$ cat src/rtl/vco_odometer_meas.sv
// Multi-channel ring-oscillator odometer: counts prescaled VCO edges over a programmable
// window of AC_STRESS_CLK cycles and drives a divided copy of the live channel to PAD_OUT.
`timescale 1ns/1ps
module vco_odometer_meas #(
  parameter int unsigned N_CH  = 4,
  parameter int unsigned SEL_W = 2,
  parameter int unsigned DIV_W = 2,
  parameter int unsigned CNT_W = 16,
  parameter int unsigned WIN_W = 16
) (
  input  logic             AC_STRESS_CLK,
  input  logic             RESETB,
  input  logic             EN_VCO,
  input  logic             CLK_KILL,
  input  logic             LOAD,
  input  logic [SEL_W-1:0] CH_SEL,
  input  logic [DIV_W-1:0] VCO_DIV_SEL,
  input  logic [WIN_W-1:0] WIN_LEN,
  input  logic [N_CH-1:0]  VCO_IN,
  output logic [CNT_W-1:0] COUNT,
  output logic             BUSY,
  output logic             DONE,
  output logic             OVF,
  output logic             PAD_OUT
);

  // Largest exponent is 2^DIV_W-1, so the prescaler needs that many bits.
  localparam int unsigned PRE_W = (1 << DIV_W) - 1;

  localparam logic [WIN_W-1:0] WIN_ONE   = WIN_W'(1);
  localparam logic [CNT_W-1:0] CNT_ONE   = CNT_W'(1);
  localparam logic [PRE_W-1:0] PRE_ONE   = PRE_W'(1);
  localparam logic [PRE_W:0]   PRE_ONE_X = (PRE_W + 1)'(1);

  typedef enum logic [1:0] {StIdle, StArm, StCount, StDone} state_e;

  state_e           state_q, state_d;
  logic [N_CH-1:0]  sync1_q, sync2_q, hist_q;
  logic [N_CH-1:0]  vco_edge;
  logic             load_q;
  logic [SEL_W-1:0] ch_sh_q, ch_sh_d;
  logic [DIV_W-1:0] div_sh_q, div_sh_d;
  logic [WIN_W-1:0] win_sh_q, win_sh_d;
  logic [WIN_W-1:0] win_cnt_q, win_cnt_d;
  logic [PRE_W-1:0] pre_q, pre_d;
  logic [CNT_W-1:0] count_q, count_d;
  logic             ovf_q, ovf_d;
  logic [PRE_W-1:0] obs_pre_q, obs_pre_d;
  logic             pad_q, pad_d;
  logic             start_req, abort, meas_edge, obs_edge;

  // Out-of-range selects fall through to channel 0.
  function automatic logic pick_edge(input logic [N_CH-1:0] e, input logic [SEL_W-1:0] sel);
    logic r;
    r = e[0];
    for (int unsigned i = 0; i < N_CH; i++) begin
      if (32'(sel) == i) r = e[i];
    end
    return r;
  endfunction

  // Terminal prescaler value 2^div - 1.
  function automatic logic [PRE_W-1:0] pre_mask(input logic [DIV_W-1:0] div);
    logic [PRE_W:0] one_sh;
    one_sh = PRE_ONE_X << div;
    one_sh = one_sh - PRE_ONE_X;
    return one_sh[PRE_W-1:0];
  endfunction

  assign vco_edge  = sync2_q & ~hist_q;
  assign start_req = LOAD & ~load_q;
  assign abort     = ~EN_VCO | CLK_KILL;
  assign meas_edge = pick_edge(vco_edge, ch_sh_q);
  assign obs_edge  = pick_edge(vco_edge, CH_SEL);

  always_comb begin
    state_d   = state_q;
    ch_sh_d   = ch_sh_q;
    div_sh_d  = div_sh_q;
    win_sh_d  = win_sh_q;
    win_cnt_d = win_cnt_q;
    pre_d     = pre_q;
    count_d   = count_q;
    ovf_d     = ovf_q;

    unique case (state_q)
      StIdle: begin
        if (start_req && !abort) begin
          state_d  = StArm;
          ch_sh_d  = CH_SEL;
          div_sh_d = VCO_DIV_SEL;
          win_sh_d = (WIN_LEN == '0) ? WIN_ONE : WIN_LEN;
          count_d  = '0;
          ovf_d    = 1'b0;
          pre_d    = '0;
        end
      end
      StArm: begin
        if (abort) begin
          state_d = StIdle;
        end else begin
          state_d   = StCount;
          win_cnt_d = win_sh_q;
        end
      end
      StCount: begin
        if (abort) begin
          state_d = StIdle;
        end else begin
          win_cnt_d = win_cnt_q - WIN_ONE;
          if (win_cnt_q == WIN_ONE) state_d = StDone;
          if (meas_edge) begin
            if (pre_q >= pre_mask(div_sh_q)) begin
              pre_d = '0;
              if (&count_q) ovf_d = 1'b1;
              else          count_d = count_q + CNT_ONE;
            end else begin
              pre_d = pre_q + PRE_ONE;
            end
          end
        end
      end
      StDone: state_d = StIdle;
      default: state_d = StIdle;
    endcase
  end

  // Observation path runs off live selects, independent of the measurement FSM.
  always_comb begin
    obs_pre_d = obs_pre_q;
    pad_d     = pad_q;
    if (abort) begin
      obs_pre_d = '0;
      pad_d     = 1'b0;
    end else if (obs_edge) begin
      if (obs_pre_q >= pre_mask(VCO_DIV_SEL)) begin
        obs_pre_d = '0;
        pad_d     = ~pad_q;
      end else begin
        obs_pre_d = obs_pre_q + PRE_ONE;
      end
    end
  end

  always_ff @(posedge AC_STRESS_CLK or negedge RESETB) begin
    if (!RESETB) begin
      state_q   <= StIdle;
      sync1_q   <= '0;
      sync2_q   <= '0;
      hist_q    <= '0;
      load_q    <= 1'b0;
      ch_sh_q   <= '0;
      div_sh_q  <= '0;
      win_sh_q  <= '0;
      win_cnt_q <= '0;
      pre_q     <= '0;
      count_q   <= '0;
      ovf_q     <= 1'b0;
      obs_pre_q <= '0;
      pad_q     <= 1'b0;
    end else begin
      state_q   <= state_d;
      sync1_q   <= VCO_IN;
      sync2_q   <= sync1_q;
      hist_q    <= sync2_q;
      load_q    <= LOAD;
      ch_sh_q   <= ch_sh_d;
      div_sh_q  <= div_sh_d;
      win_sh_q  <= win_sh_d;
      win_cnt_q <= win_cnt_d;
      pre_q     <= pre_d;
      count_q   <= count_d;
      ovf_q     <= ovf_d;
      obs_pre_q <= obs_pre_d;
      pad_q     <= pad_d;
    end
  end

  assign COUNT   = count_q;
  assign BUSY    = (state_q == StArm) || (state_q == StCount);
  assign DONE    = (state_q == StDone);
  assign OVF     = ovf_q;
  assign PAD_OUT = pad_q;

endmodule

$ cat config.mk
export PLATFORM = sky130hd
export DESIGN_NAME = vco_odometer_meas
export DESIGN_NICKNAME = d
export VERILOG_FILES = /design/src/rtl/vco_odometer_meas.sv
export SDC_FILE = /design/constraint.sdc
export NUM_CORES = 1
export LEC_CHECK = 0
export ABC_AREA = 1
export CORE_MARGIN = 2
export CORE_UTILIZATION = 40
export CTS_BUF_LIST = sky130_fd_sc_hd__clkbuf_4
export CTS_CLUSTER_DIAMETER = 80
export DETAILED_ROUTE_END_ITERATION = 8
export GPL_TIMING_DRIVEN = 0
export PLACE_DENSITY = 0.6
export SLEW_MARGIN = 40
export SYNTH_ARGS = -nofsm -noshare
export SYNTH_HDL_FRONTEND = slang
export SYNTH_SLANG_ARGS = --single-unit
export TNS_END_PERCENT = 50
$ cat constraint.sdc
create_clock -name AC_STRESS_CLK -period 2.12 [get_ports AC_STRESS_CLK]
set_input_delay 0.212 -clock AC_STRESS_CLK [delete_from_list [all_inputs] [get_ports AC_STRESS_CLK]]
set_output_delay 0.212 -clock AC_STRESS_CLK [all_outputs]
set_load 0.02 [all_outputs]
==> reports/results.txt <==
Hold Crit Class = input port to flip-flop
Async set-reset flop share out of synthesis = 100%
ANT cells = 0
Htree depth = 3
Clk sink count = 75
First-pass GRT wire length = 16.8 mm
DR WL/cell = 13.5 µm
Pleak = 2.31 nW
Synthesized instance count = 530
CTS tree = done
GRT Util Overall = 19.0%
Worst endpoint required time = 2.45 ns
Gr ovfl total = 0
Total iterations of the first detailed-routing run = 4
Core box area = 0.0102 mm²
Mapped Nets = 574
Via count = 3641
Synthesized flop and latch total = 75
Largest net degree at the start of global routing = 43
Share of post-route cells with drive strength above 1 = 9.24%
Crit path max fanout = 10
Final WS setup = 0.153 ns
Detailed Place HPWL = 7.35 mm
Vias in the first global route = 3516
CTS clock-pin slew for the worst setup and hold paths = 0.11 ns
Clock latency on the worst-skew pair = 0.44 ns
Post-layout util = 48.4%
Slew margin rel. = 65.4%
Number of CTS-inserted buffers = 9
Clk buf depth = 2
Die W = 106 µm
Gp weighted congestion = 0.888
Starting density of the core = 40.7%
Worst path arrival time = 2.30 ns
Outcome = completed
Area Overhead vs Synth = 18.9%
Post-route antenna net violation count = 0
Most area-hungry cell type in the Yosys netlist = dfrtp_1
Drt via density = 4.98
Critical-path cell list = inv_1 > ha_1 > clkbuf_2 > o21ai_2 > inv_2 > buf_2 > nand3_1 > nand2_1
Worst hold slack = 0.211 ns
Synth top area share = 45.1%
Yosys cell types = 38
Type of the worst setup path = flip-flop to flip-flop
Peak supply drop = 314 µV
CP max stage delay = 0.48 ns
Post-synth EDFFs = 0
Die Span Y = 106 µm
Final Hold Viols = 0
Root buffer cell = clkbuf_4
Drt drc = 0
RSZ-0062 raised after global routing = no
Slew Viols, Final = 0
I/O Buffers = 48
Die Area = 0.0112 mm²
Worst hold start = VCO_IN[0]
Period utilisation layout = 92.8%
Final setup TNS = 0 ns
Post-layout min period = 1.97 ns
Top cells by area, synth = dfrtp_1 (45%), nand2_1 (13%), inv_1 (5.3%)
Synth Flop Type = dfrtp_1
DRT Wirelength = 9.90 mm
Placed insts = 715
Fillers = 987
DRT iter0 DRCs = 159
Setup violators final = 0
Worst-Margin Slew = 0.519 ns
Fin cells = 731
Reg2reg start = state_q[0]
Fmax = 508 MHz
Clk_skew = 0.0169 ns
Setup crit end kind = flip-flop
Slowest library cell on the worst path = o21ai_2
Startpoint type of the worst setup path = flip-flop
Sequential area share after synthesis = 45.1%
Syn Std Cell Area = 0.00416 mm²
Top Ports = 49
MaxCap Viol Count = 0
Pwr/cell area = 999 mW/mm²
YS warnings = 0
Nets = 636
Std cell rows = 37
Mean Syn Cell Area = 7.85 µm²
Antenna violations before repair = 0
Setup crit start = state_q[0]
DP Worst Slack = 0.0538 ns
[through the flow]
step / total power (W) / cell area, µm²
after floorplan: 0.00358 / 4160
after global placement: 0.00417 / 4810
after detailed placement: 0.00422 / 4830
after CTS: 0.00496 / 4940
after global routing: 0.00537 / 4950
final: 0.00495 / 4950
[state kept, by name, indices dropped and copies added, names as in the netlist, 3 cells and up]
signal     flops
win_sh_q      16
sync2_q        4
win_cnt_q     16
pre_q          3
obs_pre_q      3
sync1_q        4
COUNT         16
hist_q         4
[per-layer routing]
metal	part of all wire (%)	up-vias	GRT usage, %
met5	0	-	0
met4	3.1	0	10.3
met3	4.4	25	3.99
met2	47	90	29.8
met1	46	1699	24.6
li1	-	1827	-
[critical path, delay by kind of cell, from the launching register on]
| kind | cells | cell delay, ns |
|---|---|---|
| adders and majority gates | 1 | 0.20 |
| AOI/OAI and AO/OA | 1 | 0.48 |
| buffers and inverters | 4 | 0.64 |
| DFF | 1 | 0.40 |
| and+or+nand+nor | 2 | 0.16 |
[Yosys cell counts (3+ instances only)]
library cell  instances
nand3_1              36
nor2_1               57
dfrtp_1              75
clkbuf_1              3
or2_2                 4
o21ai_0              43
xor2_1               12
o21ai_2               8
buf_2                 7
nand2_2               3
nand2_1             140
inv_1                59
ha_1                 15
nand3b_1              6
nand4_1               7
nor3_1                5
a21oi_1              20
[worst paths after layout]
kind                       depth (start not counted)            end  slack (ns)
max                                                8  win_cnt_q[11]        0.15
min                                                1     sync1_q[0]        0.21
max reg2reg                                        8  win_cnt_q[11]        0.15
min reg2reg                                        0     sync2_q[0]        0.36
max in group asynchronous                          3      hist_q[3]        1.34
min in group asynchronous                          2     state_q[1]        0.24
[repair_timing]
item                       in CTS  in global routing
hold endpoints to repair       41                  0
setup endpoints to repair       0                 11
buffers inserted                0                  1
resized for setup               0                  3
hold buffers                    1                  0
[final cells by class]
cell class / instances / area (µm²) / area share, %
inverter: 61 / 229 / 4.62
multi-input combinational: 379 / 1960 / 39.7
sequential: 75 / 1880 / 37.9
tap: 136 / 170 / 3.44
clock buffer: 10 / 75.1 / 1.52
timing repair buffer: 51 / 522 / 10.5
clock inverter: 4 / 20.0 / 0.404
buffer: 15 / 93.8 / 1.90
[kinds of logic (layout without fill, tap and decap cells)]
family | Yosys count | after routing | synth area share, %
adders and majority gates | 15 | 15 | 4.51
xor gates and xnor gates | 13 | 13 | 2.74
DFF | 75 | 75 | 45.1
and+or+nand+nor | 271 | 271 | 29.0
AOI/OAI and AO/OA | 80 | 80 | 10.9
buffers and inverters | 76 | 141 | 7.72
[placed cells by master (no fill, tap or decap), types with 2 or more instances in the layout]
master / instances
nand2_1: 140
dfrtp_1: 75
inv_1: 59
nor2_1: 57
clkdlybuf4s50_1: 46
o21ai_0: 43
nand3_1: 36
a21oi_1: 20
ha_1: 15
xor2_1: 12
clkbuf_4: 10
o21ai_2: 8
nand4_1: 7
buf_2: 7
nand3b_1: 6
nor3_1: 5
or2_2: 4
buf_4: 3
nand2_2: 3
clkbuf_2: 2
nand2_4: 2
nand3_2: 2
buf_6: 2
inv_2: 2
nor2_2: 2
clkbuf_1: 2
nor3b_1: 2
nor4_1: 2
o21ai_1: 2
o22ai_1: 2
clkinv_1: 2
[where the power goes]
group / switching, W / total, W / leakage, nW / internal [W]
clock: 0.000490 / 0.000722 / 0.0532 / 0.000232
combinational: 0.00130 / 0.00210 / 1.31 / 0.000799
sequential: 0.000298 / 0.00212 / 0.948 / 0.00182
total: 0.00209 / 0.00495 / 2.31 / 0.00286
Power figures use the tool's default switching activity.
